**src/rtl/mem_port_arbiter_if.sv**
```systemverilog
// Handshake bundle between the IF/MEM pipeline stages, the shared memory and the port arbiter.
// The arbiter uses the slave modport; the requesters and memory model sit on the master side.
interface mem_port_arbiter_if #(
    parameter int ADDR_W = 32,
    parameter int DATA_W = 32
);
    logic              if_req;
    logic [ADDR_W-1:0] if_addr;
    logic [DATA_W-1:0] if_rdata;
    logic              if_ready;

    logic              d_req;
    logic              d_we;
    logic [ADDR_W-1:0] d_addr;
    logic [DATA_W-1:0] d_wdata;
    logic [DATA_W-1:0] d_rdata;
    logic              d_ready;

    logic              mem_valid;
    logic              mem_we;
    logic [ADDR_W-1:0] mem_addr;
    logic [DATA_W-1:0] mem_wdata;
    logic [DATA_W-1:0] mem_rdata;
    logic              mem_ready;

    logic              bus_err;

    modport slave (
        input  if_req, if_addr,
        output if_rdata, if_ready,
        input  d_req, d_we, d_addr, d_wdata,
        output d_rdata, d_ready,
        output mem_valid, mem_we, mem_addr, mem_wdata,
        input  mem_rdata, mem_ready,
        output bus_err
    );

    modport master (
        output if_req, if_addr,
        input  if_rdata, if_ready,
        output d_req, d_we, d_addr, d_wdata,
        input  d_rdata, d_ready,
        input  mem_valid, mem_we, mem_addr, mem_wdata,
        output mem_rdata, mem_ready,
        input  bus_err
    );
endinterface

```
**src/rtl/mem_port_arbiter.sv**
```systemverilog
// Shares one single-ported memory between instruction fetch and load/store, with a timeout watchdog.
// Define ARB_ROUND_ROBIN_EN for round-robin arbitration; otherwise data has fixed priority over fetch.
module mem_port_arbiter #(
    parameter int ADDR_W  = 32,
    parameter int DATA_W  = 32,
    parameter int TIMEOUT = 64
) (
    input logic               clk,
    input logic               reset_n,
    mem_port_arbiter_if.slave bus
);

    typedef enum logic [1:0] {
        IDLE    = 2'd0,
        IF_BUSY = 2'd1,
        D_BUSY  = 2'd2
    } state_t;

    localparam int TIMER_W = (TIMEOUT > 1) ? $clog2(TIMEOUT) : 1;

    state_t state;
    state_t state_nxt;

    logic [ADDR_W-1:0]  cmd_addr;
    logic               cmd_we;
    logic [DATA_W-1:0]  cmd_wdata;
    logic [TIMER_W-1:0] timer;
    logic               bus_err_q;

    logic busy;
    logic grant_d;
    logic grant_if;
    logic timeout_hit;
    logic done;

`ifdef ARB_ROUND_ROBIN_EN
    logic last_grant_d;
`endif

    assign busy = (state != IDLE);

    // Grant decision is only meaningful in IDLE; a transaction in flight is never preempted.
    always_comb begin
        grant_d  = 1'b0;
        grant_if = 1'b0;
        if (state == IDLE) begin
`ifdef ARB_ROUND_ROBIN_EN
            if (bus.d_req && bus.if_req) begin
                if (last_grant_d) grant_if = 1'b1;
                else              grant_d  = 1'b1;
            end else if (bus.d_req) begin
                grant_d = 1'b1;
            end else if (bus.if_req) begin
                grant_if = 1'b1;
            end
`else
            if (bus.d_req)       grant_d  = 1'b1;
            else if (bus.if_req) grant_if = 1'b1;
`endif
        end
    end

    // A TIMEOUT of zero disables the watchdog entirely.
    always_comb begin
        timeout_hit = 1'b0;
        if (TIMEOUT != 0 && busy && !bus.mem_ready && timer == TIMER_W'(TIMEOUT - 1))
            timeout_hit = 1'b1;
    end

    assign done = busy && (bus.mem_ready || timeout_hit);

    always_comb begin
        state_nxt = state;
        case (state)
            IDLE: begin
                if (grant_d)       state_nxt = D_BUSY;
                else if (grant_if) state_nxt = IF_BUSY;
            end
            IF_BUSY, D_BUSY: begin
                if (done) state_nxt = IDLE;
            end
            default: state_nxt = IDLE;
        endcase
    end

    always_ff @(posedge clk or negedge reset_n) begin
        if (!reset_n) state <= IDLE;
        else          state <= state_nxt;
    end

    // Command registers freeze the request at grant so requester-side changes cannot disturb memory.
    always_ff @(posedge clk or negedge reset_n) begin
        if (!reset_n) begin
            cmd_addr  <= '0;
            cmd_we    <= 1'b0;
            cmd_wdata <= '0;
        end else if (grant_d) begin
            cmd_addr  <= bus.d_addr;
            cmd_we    <= bus.d_we;
            cmd_wdata <= bus.d_wdata;
        end else if (grant_if) begin
            cmd_addr  <= bus.if_addr;
            cmd_we    <= 1'b0;
            cmd_wdata <= '0;
        end
    end

    always_ff @(posedge clk or negedge reset_n) begin
        if (!reset_n) begin
            timer     <= '0;
            bus_err_q <= 1'b0;
        end else begin
            if (grant_d || grant_if)
                timer <= '0;
            else if (busy && !bus.mem_ready)
                timer <= timer + 1'b1;
            if (timeout_hit)
                bus_err_q <= 1'b1;
        end
    end

`ifdef ARB_ROUND_ROBIN_EN
    always_ff @(posedge clk or negedge reset_n) begin
        if (!reset_n)      last_grant_d <= 1'b0;
        else if (grant_d)  last_grant_d <= 1'b1;
        else if (grant_if) last_grant_d <= 1'b0;
    end
`endif

    // Completion data is a combinational pass-through; a watchdog abort returns zero data.
    always_comb begin
        bus.mem_valid = busy;
        bus.mem_we    = busy && cmd_we;
        bus.mem_addr  = cmd_addr;
        bus.mem_wdata = cmd_wdata;
        bus.if_ready  = (state == IF_BUSY) && done;
        bus.d_ready   = (state == D_BUSY) && done;
        bus.if_rdata  = '0;
        bus.d_rdata   = '0;
        if (state == IF_BUSY && bus.mem_ready)
            bus.if_rdata = bus.mem_rdata;
        if (state == D_BUSY && bus.mem_ready && !cmd_we)
            bus.d_rdata = bus.mem_rdata;
        bus.bus_err   = bus_err_q;
    end

endmodule
```
**src/flat_wrapper.sv**
```systemverilog
// flat-port wrapper written by rule: the top's interface ports become plain ports
module mem_port_arbiter_flat 
#(
    parameter int ADDR_W  = 32,
    parameter int DATA_W  = 32,
    parameter int TIMEOUT = 64
)
  (clk, reset_n, bus_if_req, bus_if_addr, bus_if_rdata, bus_if_ready, bus_d_req, bus_d_we, bus_d_addr, bus_d_wdata, bus_d_rdata, bus_d_ready, bus_mem_valid, bus_mem_we, bus_mem_addr, bus_mem_wdata, bus_mem_rdata, bus_mem_ready, bus_bus_err);
  mem_port_arbiter_if #(.ADDR_W(ADDR_W), .DATA_W(DATA_W)) bus_i ();
  input logic clk;
  input logic reset_n;
  input wire logic [$bits(bus_i.if_req)-1:0] bus_if_req;
  input wire logic [$bits(bus_i.if_addr)-1:0] bus_if_addr;
  output wire logic [$bits(bus_i.if_rdata)-1:0] bus_if_rdata;
  output wire logic [$bits(bus_i.if_ready)-1:0] bus_if_ready;
  input wire logic [$bits(bus_i.d_req)-1:0] bus_d_req;
  input wire logic [$bits(bus_i.d_we)-1:0] bus_d_we;
  input wire logic [$bits(bus_i.d_addr)-1:0] bus_d_addr;
  input wire logic [$bits(bus_i.d_wdata)-1:0] bus_d_wdata;
  output wire logic [$bits(bus_i.d_rdata)-1:0] bus_d_rdata;
  output wire logic [$bits(bus_i.d_ready)-1:0] bus_d_ready;
  output wire logic [$bits(bus_i.mem_valid)-1:0] bus_mem_valid;
  output wire logic [$bits(bus_i.mem_we)-1:0] bus_mem_we;
  output wire logic [$bits(bus_i.mem_addr)-1:0] bus_mem_addr;
  output wire logic [$bits(bus_i.mem_wdata)-1:0] bus_mem_wdata;
  input wire logic [$bits(bus_i.mem_rdata)-1:0] bus_mem_rdata;
  input wire logic [$bits(bus_i.mem_ready)-1:0] bus_mem_ready;
  output wire logic [$bits(bus_i.bus_err)-1:0] bus_bus_err;
  assign bus_i.if_req = bus_if_req;
  assign bus_i.if_addr = bus_if_addr;
  assign bus_if_rdata = bus_i.if_rdata;
  assign bus_if_ready = bus_i.if_ready;
  assign bus_i.d_req = bus_d_req;
  assign bus_i.d_we = bus_d_we;
  assign bus_i.d_addr = bus_d_addr;
  assign bus_i.d_wdata = bus_d_wdata;
  assign bus_d_rdata = bus_i.d_rdata;
  assign bus_d_ready = bus_i.d_ready;
  assign bus_mem_valid = bus_i.mem_valid;
  assign bus_mem_we = bus_i.mem_we;
  assign bus_mem_addr = bus_i.mem_addr;
  assign bus_mem_wdata = bus_i.mem_wdata;
  assign bus_i.mem_rdata = bus_mem_rdata;
  assign bus_i.mem_ready = bus_mem_ready;
  assign bus_bus_err = bus_i.bus_err;
  mem_port_arbiter #(.ADDR_W(ADDR_W), .DATA_W(DATA_W), .TIMEOUT(TIMEOUT)) u_core (.clk(clk), .reset_n(reset_n), .bus(bus_i));
endmodule
```
**config.mk**
```make
export PLATFORM = sky130hd
export DESIGN_NAME = mem_port_arbiter_flat
export DESIGN_NICKNAME = d
export VERILOG_FILES = /design/src/rtl/mem_port_arbiter_if.sv /design/src/rtl/mem_port_arbiter.sv /design/src/flat_wrapper.sv
export SDC_FILE = /design/constraint.sdc
export NUM_CORES = 1
export LEC_CHECK = 0
export ABC_AREA = 1
export CORE_MARGIN = 4
export CORE_UTILIZATION = 34
export CTS_CLUSTER_SIZE = 14
export DETAILED_ROUTE_END_ITERATION = 8
export PLACE_DENSITY = 0.91
export RECOVER_POWER = 100
export SYNTH_ARGS = -nofsm -noshare
export SYNTH_HDL_FRONTEND = slang
export SYNTH_SLANG_ARGS = --single-unit
```
**constraint.sdc**
```tcl
create_clock -name clk -period 2.05 [get_ports clk]
set_clock_uncertainty 0.2 [all_clocks]
set_input_delay 0.3075 -clock clk [delete_from_list [all_inputs] [get_ports clk]]
set_output_delay 0.3075 -clock clk [all_outputs]
set_load 0.005 [all_outputs]
```
==> results.md <==
- The buffer levels on the longest clock path is 2.
- The slowest cell on the critical path is sky130_fd_sc_hd__dfrtp_1.
- The per-cell via count in the routed design is 5.01.
- Once layout is complete, the cells apart from fillers number 850.
- Hold timing on the final database bottoms out at a slack of 279 ps.
- For the worst setup path, the data required time is 1540 ps.
- The number of global-route vias before repair is 4426.
- The ratio of total power to cell area is 1100 nW/um^2.
- The area occupied by registers is 1850 um^2.
- The synthesis warning total is 0.
- The analysis attributes to cell leakage a power of about 3.4 nW.
- The multi-input gate area in the final layout is 1690 um^2.
- The source-to-sink clock delay at the later pin of the worst-skew pair is 340 ps.
- The flip-flop and latch count after synthesis is 74.
- After clock tree synthesis, the clock-pin slew on the worst setup and hold paths is approximately 70 ps.
- The region available for standard cell placement spans 9910 um^2.
- The min-delay analysis places its worst path in the category flip-flop to flip-flop.
- The checks that failed: negative setup slack.
- 0 antenna diodes ended up in the layout.
- The CTS tree is yes.
- Setup repair after global routing could not meet its margin everywhere.
- The synthesis-to-finish area growth is 98.1%.
- Once placement completed, the tool counted placed cells totaling around 810.
- The floorplan step set the die height to 109 um.
- The final period utilization is 1.08.
- The worst setup path is captured at a primary output.
- For this run, design rule violations remaining after detail routing come to 0.
- Along the worst path, the maximum fanout reaches 8.
- The critical path goes through buf_6 -> inv_4 -> ha_4 -> nand3_4 -> buf_4 -> buf_12 -> nor2_1 -> buf_2.
- In the global route stage, overall resource usage came out at 0.235.
- The critical path in this run is classified as flip-flop to primary output.
- The total overflow reported by the global router is 0.
- The headroom to the max-slew limit is 0.351.
- The global placement routability congestion is 0.785.
- The number of antenna violations at the first check in global routing is 0.
- For this configuration, the core starts out at a cell density of 0.353.
- For the pin with the worst max-slew slack, the measured transition is 974 ps.
- From left edge to right edge, the die measures 109 um.
- The post-layout worst setup margin is -173 ps.
- Leaving out fill and tap cells, the most frequent cells in the layout are 131 x sky130_fd_sc_hd__clkdlybuf4s50_1, 74 x sky130_fd_sc_hd__dfrtp_1, 66 x sky130_fd_sc_hd__dlygate4sd3_1, 61 x sky130_fd_sc_hd__buf_2, 55 x sky130_fd_sc_hd__nor2_1.
- The share of synthesized area occupied by flip-flops and latches is 0.529.
- 267 I/O pins were placed.
- The worst supply voltage drop on vdd is 0.785 mV.
- The wire length after detailed routing is 15400 um.
- The number of max-capacitance violations reported is 0.
- Synthesis produced a netlist with a net count of 556.
- The fraction of layout instances using a drive strength above 1 is 0.265.
- For this run, the post-layout net count is 850.
- The dominant delay contributor by cell family on the critical path is buffers and inverters.
- The data arrival time of the worst path is approximately 1700 ps.
- In this run, CTS created clock tree buffers numbering 9.
- The routed length per instance is 18.1 um.
- The number of buffers and inverters on the critical path is 5.
- The pin count of the biggest net entering global routing is between 40 and 50.
- The library cell used most frequently in the layout, excluding fill and tap cells, is sky130_fd_sc_hd__clkdlybuf4s50_1.
- The die covers around 12000 um^2.
- For this run, the slowest stage of the critical path takes 410 ps.
- The routed via count is 4262.
- A synthesized cell averages 8.38 um^2.
- The run finished, with violations left.
- After layout, the minimum clock period comes to 2220 ps.
- The number of endpoints with negative hold slack in the final report is 0.
- The first detailed-routing pass took 5 iterations.
- The starting DRC count in detailed routing is 265.
- The clock tree synthesis step divided the H-tree into 3 levels.
- The number of input and output port buffers inserted is 266.
- The sum of net half-perimeters after detailed placement is 10700 um.
- CTS placed an instance of sky130_fd_sc_hd__clkbuf_8 at the clock tree root.
- After technology mapping, the gate count stands at approximately 420.
- The synthesized netlist contains 21 unique library cells.
- STA classifies the critical path startpoint as a flip-flop.
- The count of fill cells added during filler insertion is 715.
- The mapped netlist covers 3500 um^2.
- The number of endpoints failing setup at the final stage is 108.
- The count of nets left with antenna violations once routing finished came out at 0.
- The first global-routing pass estimated 21800 um of wire.
- The clock drives 74 sinks.
- The count of pins over their slew limit is 0.
- The highest attainable clock frequency is 0.450 GHz.
- The floorplan row count is 36.
flip-flops by register name (all words and copies together), names as in the netlist:
| name | cells |
|---|---|
| u_core.state | 2 |
| u_core.bus.mem_wdata | 32 |
| u_core.cmd_we | 1 |
| u_core.bus.bus_err | 1 |
| u_core.bus.mem_addr | 32 |
| u_core.timer | 6 |
per-stage QoR:
| step | setup TNS (ps) | total power [mW] | util | cell area [um^2] | setup slack, ps |
|---|---|---|---|---|---|
| 2_1_floorplan | 0 | 3.97 | - | 3500 | 418 |
| 3_3_place_gp | -11530 | 6.28 | 0.646 | 6400 | -208 |
| 3_5_place_dp | -13150 | 6.45 | 0.646 | 6400 | -268 |
| 4_1_cts | -4860 | 7.88 | 0.684 | 6780 | -149 |
| 5_1_grt | -15590 | 8.19 | 0.700 | 6940 | -245 |
| 6_report | -5530 | 7.66 | 0.700 | 6940 | -173 |
cell type report:
| type | instances | share of cell area |
|---|---|---|
| Tap cell | 133 | 0.0240 |
| Multi-Input combinational cell | 274 | 0.244 |
| Clock buffer | 14 | 0.0249 |
| Timing Repair Buffer | 309 | 0.415 |
| Clock inverter | 2 | 0.00144 |
| Inverter | 44 | 0.0242 |
| Sequential cell | 74 | 0.267 |
power by group:
group	internal, mW	switching, mW	leakage, nW
combinational	2.21	1.91	2.32
clock	0.537	0.511	0.0965
sequential	2.13	0.362	0.936
cells in the mapped netlist (all sizes together):
cell type / number / area [um^2]
dfrtp: 74 / 1850
a21o: 1 / 7.51
ha: 4 / 50.1
xor2: 1 / 8.76
o21ai: 68 / 344
clkbuf: 11 / 41.3
o21bai: 1 / 7.51
nand3: 7 / 35.0
a21oi: 1 / 5.00
nor2: 107 / 407
inv: 44 / 165
buf: 15 / 101
nor3: 1 / 5.00
a22o: 32 / 280
nand2: 51 / 191
worst paths after layout:
check	from	slack, ps	cells past startpoint	endpoint
setup / recovery	u_core.state[0]	-170	8	bus_d_rdata[12]
hold / removal	u_core.bus.mem_addr[31]	280	2	u_core.bus.mem_addr[31]
setup reg to reg	u_core.state[0]	-60	10	u_core.bus.mem_addr[10]
hold reg to reg	u_core.bus.mem_addr[31]	280	2	u_core.bus.mem_addr[31]
max in group asynchronous	reset_n	330	3	u_core.bus.mem_addr[3]
min in group asynchronous	reset_n	460	2	u_core.bus.mem_wdata[1]
what timing repair did:
| item | in CTS | in global routing |
|---|---|---|
| pin swaps | 7 | 9 |
| buffers inserted | 15 | 6 |
| cloned | 6 | 1 |
| hold buffers | 1 | 0 |
| endpoints found under the hold margin | 37 | 0 |
| resized for setup | 335 | 65 |
| setup endpoints to repair | 68 | 64 |
routing by layer:
metal	wire length [um]	track usage	vias to the layer above
met2	8310	0.456	254
met1	5070	0.215	2027
met4	566	0.104	0
li1	-	-	1936
met5	0	0	-
met3	1480	0.0875	45
tightest hold or removal path: cells and delay by family, from the launching register on:
family | cells | cell delay, ps
flops | 1 | 340
compound gates | 1 | 60
simple gates | 1 | 50
cell families (layout without fill, tap and decap cells):
| logic type | count (synthesis) | after routing | synth area share |
|---|---|---|---|
| compound gates | 103 | 103 | 0.184 |
| buf+inv | 70 | 369 | 0.0879 |
| flops | 74 | 74 | 0.529 |
| fa+ha+maj | 4 | 4 | 0.0143 |
| simple gates | 166 | 166 | 0.182 |
| xor+xnor | 1 | 1 | 0.00250 |
Note: power is estimated with default switching activity, not from simulation.
